**src/rtl/data_ram_arbiter.sv**
```systemverilog
// data_ram_arbiter
//   Shares the single data-SRAM port between the neurocore EX-stage load/store
//   path and a host loader. The core has fixed priority; a host wait counter
//   forces a one-cycle core stall so the host always makes progress.
//
// Ports
//   clk, rst_n                              clock, async active-low reset
//   core_en/core_we/core_addr/core_din      core request (combinational from EX)
//   core_dout                               core read data, cycle after issue
//   core_stall                              registered, core must hold while high
//   core_drop                               sticky: core_en seen during a stall
//   host_req/host_we/host_addr/host_wdata   host request, held until host_gnt
//   host_gnt                                combinational, host issued this cycle
//   host_rvalid/host_rdata                  host read return, rdata 0 when invalid
//   ram_en/ram_we/ram_addr/ram_din          SRAM request, all 0 when idle
//   ram_dout                                SRAM read data, 1 cycle latency
//
// state | meaning
// ------+-----------------------------------------------------------------
// ARB   | core wins when core_en; host served otherwise; count host losses
// STALL | one cycle: core_stall high, host served unconditionally
module data_ram_arbiter #(
   parameter int ADDR_W   = 16,
   parameter int DATA_W   = 32,
   parameter int MAX_WAIT = 8,
   parameter int WAIT_W   = 4
) (
   input  logic                  clk,
   input  logic                  rst_n,
   input  logic                  core_en,
   input  logic [DATA_W/8-1:0]   core_we,
   input  logic [ADDR_W-1:0]     core_addr,
   input  logic [DATA_W-1:0]     core_din,
   output logic [DATA_W-1:0]     core_dout,
   output logic                  core_stall,
   output logic                  core_drop,
   input  logic                  host_req,
   input  logic [DATA_W/8-1:0]   host_we,
   input  logic [ADDR_W-1:0]     host_addr,
   input  logic [DATA_W-1:0]     host_wdata,
   output logic                  host_gnt,
   output logic                  host_rvalid,
   output logic [DATA_W-1:0]     host_rdata,
   output logic                  ram_en,
   output logic [DATA_W/8-1:0]   ram_we,
   output logic [ADDR_W-1:0]     ram_addr,
   output logic [DATA_W-1:0]     ram_din,
   input  logic [DATA_W-1:0]     ram_dout
);

   localparam int NB = DATA_W / 8;
   localparam logic [WAIT_W-1:0] WAIT_LIMIT = WAIT_W'(MAX_WAIT);
   localparam logic [WAIT_W-1:0] WAIT_SAT   = {WAIT_W{1'b1}};

   typedef enum logic {ARB, STALL} state_t;
   typedef enum logic [1:0] {RD_NONE, RD_CORE, RD_HOST} owner_t;

   state_t            state;
   owner_t            rd_owner;
   logic [WAIT_W-1:0] wait_cnt;
   logic [WAIT_W-1:0] wait_inc;
   logic              core_issue;
   logic              host_issue;
   logic              host_lost;

   // Issue decisions are gated by rst_n so the RAM port and host_gnt drop to
   // zero the moment reset asserts, not at the next clock.
   always_comb begin
      core_issue = 1'b0;
      host_issue = 1'b0;
      host_lost  = 1'b0;
      if (rst_n) begin
         if (state == STALL) begin
            host_issue = host_req;
         end else begin
            core_issue = core_en;
            host_issue = host_req & ~core_en;
            host_lost  = host_req & core_en;
         end
      end
   end

   assign wait_inc = (wait_cnt == WAIT_SAT) ? wait_cnt : wait_cnt + 1'b1;

   always_comb begin
      ram_en   = core_issue | host_issue;
      ram_we   = '0;
      ram_addr = '0;
      ram_din  = '0;
      if (core_issue) begin
         ram_we   = core_we;
         ram_addr = core_addr;
         ram_din  = core_din;
      end else if (host_issue) begin
         ram_we   = host_we;
         ram_addr = host_addr;
         ram_din  = host_wdata;
      end
   end

   assign host_gnt    = host_issue;
   assign host_rvalid = (rd_owner == RD_HOST);
   assign host_rdata  = host_rvalid ? ram_dout : '0;
   assign core_dout   = (rd_owner == RD_CORE) ? ram_dout : '0;

   always_ff @(posedge clk or negedge rst_n) begin
      if (!rst_n) begin
         state      <= ARB;
         wait_cnt   <= '0;
         core_stall <= 1'b0;
         core_drop  <= 1'b0;
      end else begin
         case (state)
            ARB: begin
               if (host_lost) begin
                  wait_cnt <= wait_inc;
                  if (wait_inc == WAIT_LIMIT) begin
                     state      <= STALL;
                     core_stall <= 1'b1;
                  end
               end else begin
                  wait_cnt <= '0;
               end
            end
            STALL: begin
               // Core was told to hold; any request now is lost for good.
               if (core_en) core_drop <= 1'b1;
               state      <= ARB;
               core_stall <= 1'b0;
               wait_cnt   <= '0;
            end
            default: begin
               state      <= ARB;
               core_stall <= 1'b0;
               wait_cnt   <= '0;
            end
         endcase
      end
   end

   // Remembers who owns the data coming back on ram_dout next cycle.
   always_ff @(posedge clk or negedge rst_n) begin
      if (!rst_n)
         rd_owner <= RD_NONE;
      else if (core_issue && core_we == '0)
         rd_owner <= RD_CORE;
      else if (host_issue && host_we == '0)
         rd_owner <= RD_HOST;
      else
         rd_owner <= RD_NONE;
   end

   logic unused_nb;
   assign unused_nb = (NB == 0);

endmodule

```
**config.mk**
```make
export PLATFORM = sky130hd
export DESIGN_NAME = data_ram_arbiter
export DESIGN_NICKNAME = d
export VERILOG_FILES = /design/src/rtl/data_ram_arbiter.sv
export SDC_FILE = /design/constraint.sdc
export NUM_CORES = 1
export LEC_CHECK = 0
export ABC_AREA = 1
export CORE_AREA = 2 2 100 102
export DETAILED_ROUTE_END_ITERATION = 8
export DIE_AREA = 0 0 102 104
export MAX_ROUTING_LAYER = met4
export PLACE_DENSITY = 0.62
export SLEW_MARGIN = 20
export SYNTH_ARGS = -nofsm -noshare
export SYNTH_HDL_FRONTEND = slang
export SYNTH_SLANG_ARGS = --single-unit
```
**constraint.sdc**
```tcl
create_clock -name clk -period 1.7 [get_ports clk]
set_input_delay 0.255 -clock clk [delete_from_list [all_inputs] [get_ports clk]]
set_output_delay 0.255 -clock clk [all_outputs]
set_load 0.02 [all_outputs]
```
==> flow_summary_export.csv, run 1 <==
group,metric,value,unit
cells_and_area,areaGrowthSynthToFinish,235,%
global_routing,grt_max_degree,33,
placement,hpwl,7330,µm
routing,ant_nets,0,
sta,period_minus_slack,1.76,ns
clock_network,cts-buffers-inserted,3,
floorplanning,start_util,14.5,%
global_routing,grt_pass1_vias,2727,
cells_and_area,num_antenna_cells,0,
clock_network,h-tree-depth,1,
outcome,violations,"setup timing",
clock_network,cts-root-buf,"clkbuf_8",
critical_path,crit_path_max_fanout,6,
power,total_power,1.39,mW
floorplanning,coreArea,0.00955,mm²
cells_and_area,final_cells,649,
clock_network,postCtsHoldBufs,0,
critical_path,cp-end-kind,"output port",
routing,dr.pass1.iters,4,
routing,routed-via-count,2745,
synthesis,synth_cell_types,20,
synthesis,syn-num-nets,373,
clock_network,path_clk_slew,0.05,ns
synthesis,ys_seq_area_share,16.3,%
synthesis,avgSynthCellArea,5.96,µm²
floorplanning,dieHeight,104,µm
power,ir_worst_vdd,0.000260,V
clock_network,cts_num_sinks,9,
sta,fmax,568,MHz
sta,period_share,104,%
critical_path,path_class,"flop to output port",
hold_path,hold_path_class,"primary input to async pin",
cells_and_area,nNetsFinal,658,
cells_and_area,layout_common_cells,"138 x clkdlybuf4s50_1, 70 x nor2_1, 51 x buf_6",
run,drv_cap,0,
synthesis,synth-seq-cells,9,
critical_path,worstPathArrival,1.51,ns
placement,gp_congestion,0.877,
sta,finalMaxSlewViolations,0,
routing,via_per_inst,4.23,
cells_and_area,nFillCells,961,
critical_path,cp.required,1.44,ns
sta,setup_viol,48,
placement,dp.cells,627,
synthesis,ys_warn_count,0,
critical_path,crit_chain,"inv_2 -> nand2_2 -> nand3_2 -> inv_4 -> buf_12 -> clkbuf_16 -> a22o_1 -> buf_6",
sta,rsz0062_at_grt,"true",
global_routing,track_usage,17.6,%
floorplanning,die_area,0.0106,mm²
power,p_leak,2.29,nW
clock_network,cts_buffer_depth,2,
synthesis,netlist_instances,232,
sta,worst_pin_slew,0.286,ns
floorplanning,ioPinCount,261,
routing,drc,0,
critical_path,slowest_stage,"dfrtp_1",
global_routing,antenna_found_initial,0,
sta,finClkSkew,0.000564,ns
synthesis,synth.cell_area,0.00138,mm²
cells_and_area,design_area,0.00463,mm²
routing,drt_iter0_drc,87,
sta,slew_headroom,80.8,%
sta,hold_violations,0,
routing,wirelength,10200,µm
cells_and_area,post_route_cells_drive_above_1_share,29.7,%
sta,setup_slack,-0.0620,ns
cells_and_area,final_common_cell,"clkdlybuf4s50_1",
placement,place_area,0.00425,mm²
global_routing,grt_pass1_wl,14200,µm
global_routing,grt.overflow.total,0,
floorplanning,rows,36,
critical_path,max_stage_delay,0.38,ns
floorplanning,die_w,102,µm
clock_network,cts_tree,"yes",
placement,port_buffers,260,
clock_network,clkLatencyLatePin,0.23,ns
outcome,run_status,"finished with violations",
power,power_density,300,mW/mm²
critical_path,critPathLaunchType,"flop",
routing,wl_per_cell,15.6,µm
placement,pre_cts_ws,-0.608,ns
[power breakdown]
part / internal (mW) / leakage [nW] / switching (mW) / total, mW
Sequential: 0.216 / 0.120 / 0.00151 / 0.218
Combinational: 0.577 / 2.14 / 0.347 / 0.924
Clock: 0.163 / 0.0228 / 0.0831 / 0.246
[layout make-up]
| class | instances | area, µm² | share of cell area (%) |
|---|---|---|---|
| Clock buffer | 4 | 45.0 | 0.973 |
| Inverter | 50 | 193 | 4.16 |
| Multi-Input combinational cell | 157 | 913 | 19.7 |
| Sequential cell | 9 | 225 | 4.87 |
| Tap cell | 133 | 166 | 3.60 |
| Timing Repair Buffer | 296 | 3090 | 66.7 |
[path summary, 6_finish.rpt]
kind	from	endpoint	depth (start not counted)	slack (ns)
max	state	ram_din[22]	8	-0.06
min in group clk	core_drop	core_drop	1	0.47
max in group asynchronous	rst_n	wait_cnt[1]	2	1.41
max reg2reg	state	state	9	0.25
min	rst_n	core_drop	2	0.16
min reg2reg	core_drop	core_drop	1	0.47
[kinds of logic (layout without fill, tap and decap cells)]
kind of cell / Yosys count / after routing / synth area share, %
AND/OR/NAND/NOR: 101 / 101 / 29.8
buffers and inverters: 66 / 350 / 19.7
AO/OA/AOI/OAI: 55 / 55 / 33.3
flip-flops: 9 / 9 / 16.3
adder cells (fa/ha/maj): 1 / 1 / 0.905
[cells in the mapped netlist]
cell	instances	area share [%]
inv_2	3	0.81
nor2_1	71	19
nand2_4	1	0.81
nand3_1	2	0.72
nand4_1	2	0.90
inv_1	47	13
o21ai_0	3	1.1
o22ai_1	2	0.90
dfrtp_1	9	16
buf_2	8	2.9
nor2_2	1	0.45
nand3_2	2	1.4
nor4_1	1	0.45
a21oi_1	1	0.36
a21o_1	1	0.54
ha_1	1	0.90
clkbuf_1	6	1.6
a22o_1	48	30
buf_6	2	1.6
nand2_1	21	5.7
[worst max-delay path: cells and delay by family (launching register included)]
kind | cells | cell delay [ns]
compound gates | 1 | 0.19
buf+inv | 5 | 0.56
flops | 1 | 0.38
simple gates | 2 | 0.13
[sequential cells by signal, summed over array words and instances (netlist names)]
register and flops:
wait_cnt 4, rd_owner 2, core_drop 1, core_stall 1
state 1
[repair_timing]
action / in CTS / in global routing
gates cloned: 9 / 1
pin swaps: 4 / 7
endpoints found under the setup margin: 119 / 90
setup buffers: 6 / 2
gates resized for setup: 438 / 88
endpoints found under the hold margin: 0 / 0
[metrics by stage]
stage	hold WS (ns)	setup TNS, ns	util [%]
finish	0.162	-1.95	48.5
global route	0.180	-4.54	48.5
CTS	0.160	-3.65	48.3
detailed placement	0.458	-34.22	44.5
global placement	0.454	-33.27	44.5
floorplan	-0.0406	0	-
[routing by layer]
layer  up-vias  wire, µm  track usage [%]
met2       187      5180             33.3
met1      1217      3920             19.3
met3        18       844             2.02
met4         0       211             3.81
met5         -         0                -
li1       1323         -                -
Power figures use the tool's default switching activity.
==> run 2: changes to the inputs <==
- DONT_BUFFER_PORTS: not set -> 1
- PLACE_DENSITY: 0.62 -> 0.3
==> run 2 against run 1 <==
Net effect:
- the flow now finishes without violations
- via count shrank 30%
- die area did not move
- register-to-register slack gained 0.12 ns
- cell area fell by 50%
- sequential cell count unchanged
- non-clock buffer count shrank 210
- sequential share of layout area rose by 4.8 points
- hold slack lost 0.065 ns
- wire length shrank 26%
==> flow_summary_export.csv, run 2 (synthesis results as in run 1) <==
group,metric,value,unit
floorplanning,rows,36,
critical_path,path_class,"flop to output port",
floorplanning,ioPinCount,261,
cells_and_area,largest_register,"wait_cnt",
routing,routed-via-count,1928,
clock_network,clkLatencyLatePin,0.23,ns
cells_and_area,post_route_cells_drive_above_1_share,34.3,%
placement,gp_congestion,0.852,
hold_path,hold_path_class,"primary input to flop",
sta,setup_slack,0.0491,ns
cells_and_area,nNetsFinal,448,
clock_network,cts_num_sinks,9,
power,ir_worst_vdd,0.000182,V
sta,hold_violations,0,
clock_network,cts_tree,"yes",
sta,period_minus_slack,1.65,ns
routing,wl_per_cell,17.1,µm
placement,pre_cts_ws,0.207,ns
run,drv_cap,0,
global_routing,track_usage,11.2,%
critical_path,regToRegStartpoint,"wait_cnt[0]",
critical_path,worstPathArrival,1.40,ns
cells_and_area,largest_reg_flops,4,
sta,setup_tns,0,ns
critical_path,slowest_stage,"dfrtp_1",
routing,via_per_inst,4.38,
sta,finalMaxSlewViolations,0,
routing,ant_nets,0,
sta,finClkSkew,0.000232,ns
floorplanning,die_area,0.0106,mm²
global_routing,grt_pass1_vias,1614,
critical_path,cp-end-kind,"output port",
clock_network,h-tree-depth,1,
clock_network,cts-root-buf,"clkbuf_8",
global_routing,grt_pass1_wl,8590,µm
routing,drt_iter0_drc,68,
floorplanning,dieHeight,104,µm
power,p_leak,1.32,nW
global_routing,grt.overflow.total,0,
critical_path,setup.worst_path.start,"state",
floorplanning,start_util,14.5,%
placement,dp.cells,428,
sta,rsz0062_at_grt,"true",
critical_path,rrSetupSlack,0.37,ns
sta,worst_pin_slew,0.444,ns
cells_and_area,final_cells,440,
sta,setup_viol,0,
cells_and_area,layout_common_cells,"74 x buf_4, 71 x nor2_1, 47 x inv_1",
critical_path,crit_path_max_fanout,6,
clock_network,path_clk_slew,0.05,ns
critical_path,r2r_cells,7,
placement,port_buffers,0,
cells_and_area,final_util,24.4,%
critical_path,critPathLaunchType,"flop",
routing,wirelength,7540,µm
sta,slew_headroom,70.3,%
sta,period_share,97.1,%
floorplanning,die_w,102,µm
floorplanning,coreArea,0.00955,mm²
cells_and_area,areaGrowthSynthToFinish,68.6,%
hold_path,min_delay_path_depth,1,
routing,dr.pass1.iters,4,
sta,fmax,606,MHz
outcome,run_status,"finished clean",
sta,finalHoldWorstSlack,0.0968,ns
critical_path,crit_chain,"inv_2 -> nand2_2 -> nand3_4 -> inv_6 -> buf_12 -> a22o_1 -> buf_6",
cells_and_area,final_common_cell,"buf_4",
critical_path,cp.required,1.44,ns
routing,drc,0,
global_routing,antenna_found_initial,1,
placement,hpwl,6010,µm
power,power_density,358,mW/mm²
global_routing,grt_max_degree,52,
critical_path,max_stage_delay,0.38,ns
clock_network,cts_buffer_depth,2,
clock_network,cts-buffers-inserted,3,
hold_path,hold_start,"host_we[2]",
cells_and_area,reg_top3,"wait_cnt: 4 flops, rd_owner: 2 flops",
-- run 2: cell types whose count changed in the layout (fill, tap and decap cells not counted), sizes merged --
| cell | delta |
|---|---|
| clkdlybuf4s50 | -138 |
| clkdlybuf4s15 | -32 |
| buf | -20 |
| clkbuf | -10 |
| dlygate4sd2 | -10 |
| bufbuf | -1 |
| diode | +1 |
| dlygate4sd3 | +1 |
-- run 2: per-stage QoR --
step	power, mW	cell area, µm²
floorplan	0.481	1380
global placement	0.545	2110
detailed placement	0.545	2110
CTS	0.809	2170
global route	0.876	2330
finish	0.835	2330
-- run 2: power by group --
group          internal, mW  switching (mW)  leakage (nW)
Combinational         0.136           0.234          1.18
Clock                 0.163          0.0837        0.0228
Sequential            0.216         0.00132         0.120
-- run 2: worst paths after layout --
path | end
setup / recovery | ram_din[16]
hold / removal | rd_owner[1]
setup reg to reg | core_stall
hold reg to reg | core_drop
max in group asynchronous | rd_owner[0]
min in group asynchronous | wait_cnt[2]
-- run 2: area by class of cell --
class	count	area, µm²
Fill cell	1069	7220
Multi-Input combinational cell	157	906
Clock buffer	4	45.0
Timing Repair Buffer	86	793
Sequential cell	9	225
Antenna cell	1	2.50
Inverter	50	193
Tap cell	133	166
-- run 2: worst max-delay path: cells and delay by family (launching register included) --
family,cells,cell delay [ns]
AOI/OAI and AO/OA,1,0.20
buffers and inverters,4,0.43
DFF,1,0.38
and+or+nand+nor,2,0.15
-- run 2: per-layer routing --
metal  vias to the layer above  part of all wire (%)  track usage (%)
met2                       166                    51             22.0
met5                         -                     0                -
li1                        896                     -                -
met1                       852                    35             10.3
met3                        14                    10             1.61
met4                         0                   3.4             4.67
-- run 2: repair_timing --
action / in CTS / in global routing
resized for setup: 11 / 6
hold endpoints to repair: 9 / 0
buffers inserted: 0 / 1
gates cloned: 0 / 5
endpoints found under the setup margin: 16 / 50
hold buffers: 1 / 0
pin swaps: 0 / 1
==> run 3: changes to the inputs <==
- SETUP_SLACK_MARGIN: not set -> 0.5
- SLEW_MARGIN: 20 -> 40
==> run 3 against run 2 <==
Net effect:
- count of clock-buffer cells in the layout stayed put
- hold slack worse by 0.019 ns
- largest power group unchanged
- wire length grew 13%
- utilization rose by 10 points
- sequential cell count unchanged
- worst setup slack got worse by 0.041 ns
- global-route usage grew 3.9 points
- critical path depth is the same
- maximum frequency decreased by 2.4%
- combinational power increased by 54%
==> flow_summary_export.csv, run 3 (synthesis results as in run 1) <==
group,metric,value,unit
routing,ant_nets,0,
cells_and_area,layout_common_cells,"67 x nor2_4, 44 x inv_1, 37 x a22o_4",
floorplanning,start_util,14.5,%
run,drv_cap,0,
floorplanning,die_w,102,µm
sta,setup_viol,0,
floorplanning,rows,36,
sta,fmax,591,MHz
sta,finClkSkew,0.00161,ns
critical_path,slowest_stage,"dfrtp_1",
outcome,run_status,"finished clean",
critical_path,rrSetupSlack,0.22,ns
placement,gp_congestion,0.843,
power,p_leak,1.44,nW
routing,routed-via-count,1886,
power,seqPwrFrac,20.8,%
critical_path,path_class,"flop to output port",
placement,pre_cts_ws,0.0806,ns
global_routing,grt_pass1_wl,11800,µm
critical_path,critPathLaunchType,"flop",
clock_network,cts_buffer_depth,2,
sta,finalHoldWorstSlack,0.0780,ns
floorplanning,ioPinCount,261,
power,power_density,316,mW/mm²
critical_path,max_stage_delay,0.39,ns
critical_path,crit_path_max_fanout,9,
routing,via_per_inst,4.62,
global_routing,grt.overflow.total,0,
cells_and_area,nFillCells,970,
sta,setup_slack,0.00835,ns
critical_path,cp_num_buf_inv,4,
clock_network,cts_num_sinks,9,
cells_and_area,largest_reg_flops,4,
cells_and_area,largest_register,"wait_cnt",
placement,hpwl,6500,µm
routing,drt_iter0_drc,41,
power,p_clk_share,25.0,%
cells_and_area,reg_top3,"wait_cnt: 4 flops, rd_owner: 2 flops",
critical_path,timing.critical_path.to,"ram_din[8]",
cells_and_area,final_common_cell,"nor2_4",
power,switchingPower,0.429,mW
power,swShare,40.9,%
cells_and_area,nNetsFinal,417,
sta,hold_violations,0,
cells_and_area,areaGrowthSynthToFinish,140,%
critical_path,regToRegStartpoint,"state",
clock_network,h-tree-depth,1,
floorplanning,die_area,0.0106,mm²
clock_network,path_clk_slew,0.05,ns
critical_path,crit_chain,"inv_2 -> nand2_2 -> nand3_4 -> inv_8 -> buf_12 -> a22o_1 -> buf_6",
critical_path,r2r_cells,11,
hold_path,hold_path_class,"primary input to flop",
critical_path,cpLargestDelayFamily,"buffers and inverters",
clock_network,cts-buffers-inserted,3,
routing,dr.pass1.iters,4,
routing,wirelength,8510,µm
routing,wl_per_cell,20.8,µm
global_routing,grt_max_degree,16,
global_routing,track_usage,15.0,%
sta,worst_pin_slew,0.439,ns
sta,slew_headroom,70.6,%
power,p_int,0.620,mW
critical_path,cp.required,1.44,ns
clock_network,clkLatencyLatePin,0.24,ns
cells_and_area,post_route_cells_drive_above_1_share,68.7,%
critical_path,worstPathArrival,1.44,ns
routing,drc,0,
sta,finalMaxSlewViolations,0,
critical_path,reg2reg_to,"core_stall",
critical_path,setup.worst_path.start,"state",
critical_path,cp_num_cells,7,
placement,port_buffers,0,
clock_network,cts_tree,"yes",
sta,period_minus_slack,1.69,ns
critical_path,cp-end-kind,"output port",
floorplanning,coreArea,0.00955,mm²
clock_network,cts-root-buf,"clkbuf_8",
floorplanning,dieHeight,104,µm
power,ir_worst_vdd,0.000202,V
global_routing,antenna_found_initial,0,
sta,setup_tns,0,ns
global_routing,grt_pass1_vias,1940,
power,p_comb_share,54.3,%
cells_and_area,num_antenna_cells,0,
sta,period_share,99.5,%
sta,rsz0062_at_grt,"true",
-- run 3: cell count changes in the layout (fill, tap and decap cells not counted), sizes merged --
cell    delta
clkbuf     -4
buf       -28
diode      -1
clkinv     +1
-- run 3: how the worst min path moves through the flow --
stage / cells past startpoint / slack (ns) / to / startpoint
after detailed placement: 0 / -0.04 / core_drop / rst_n
final: 1 / 0.08 / rd_owner[1] / host_we[2]
after floorplan: 0 / -0.04 / core_drop / rst_n
after CTS: 1 / 0.08 / rd_owner[1] / host_we[2]
after global routing: 1 / 0.07 / rd_owner[1] / host_we[2]
after global placement: 0 / -0.04 / core_drop / rst_n
-- run 3: per-layer routing --
| layer | routed length, µm | share of wire, % | vias to the layer above | track usage (%) |
|---|---|---|---|---|
| li1 | - | - | 849 | - |
| met4 | 93 | 1.1 | 0 | 2.76 |
| met1 | 2970 | 35 | 868 | 16.0 |
| met5 | 0 | 0 | - | - |
| met3 | 768 | 9.0 | 9 | 2.89 |
| met2 | 4680 | 55 | 160 | 28.4 |
-- run 3: cell type report --
cell class | count | area [µm²] | share of cell area [%]
Clock buffer | 4 | 45.0 | 1.36
Inverter | 50 | 215 | 6.49
Multi-Input combinational cell | 157 | 1820 | 54.8
Sequential cell | 9 | 226 | 6.83
Tap cell | 133 | 166 | 5.02
Timing Repair Buffer | 54 | 840 | 25.3
Timing Repair inverter | 1 | 6.26 | 0.189
-- run 3: through the flow --
stage | instance area (µm²) | power (mW) | utilization (%) | instances
4_1_cts | 3180 | 1.03 | 33.3 | 402
5_1_grt | 3320 | 1.09 | 34.7 | 408
3_3_place_gp | 2320 | 0.639 | 24.3 | 373
3_5_place_dp | 2320 | 0.643 | 24.3 | 373
2_1_floorplan | 2080 | 0.572 | - | 232
6_report | 3320 | 1.05 | 34.7 | 408
-- run 3: repair_timing --
action                                  CTS  global route
pin swaps                                16            22
hold buffers                              1             0
gates cloned                             11             1
endpoints found under the setup margin  121           126
hold endpoints to repair                  9             0
gates resized for setup                 105            13
setup buffers                            13             5
-- run 3: power by group through the flow --
stage | registers [mW] | logic (mW) | clock network (mW)
after CTS | 0.218 | 0.550 | 0.265
final | 0.218 | 0.569 | 0.262
after detailed placement | 0.221 | 0.421 | 0
after floorplan | 0.221 | 0.351 | 0
after global routing | 0.218 | 0.594 | 0.280
after global placement | 0.221 | 0.418 | 0
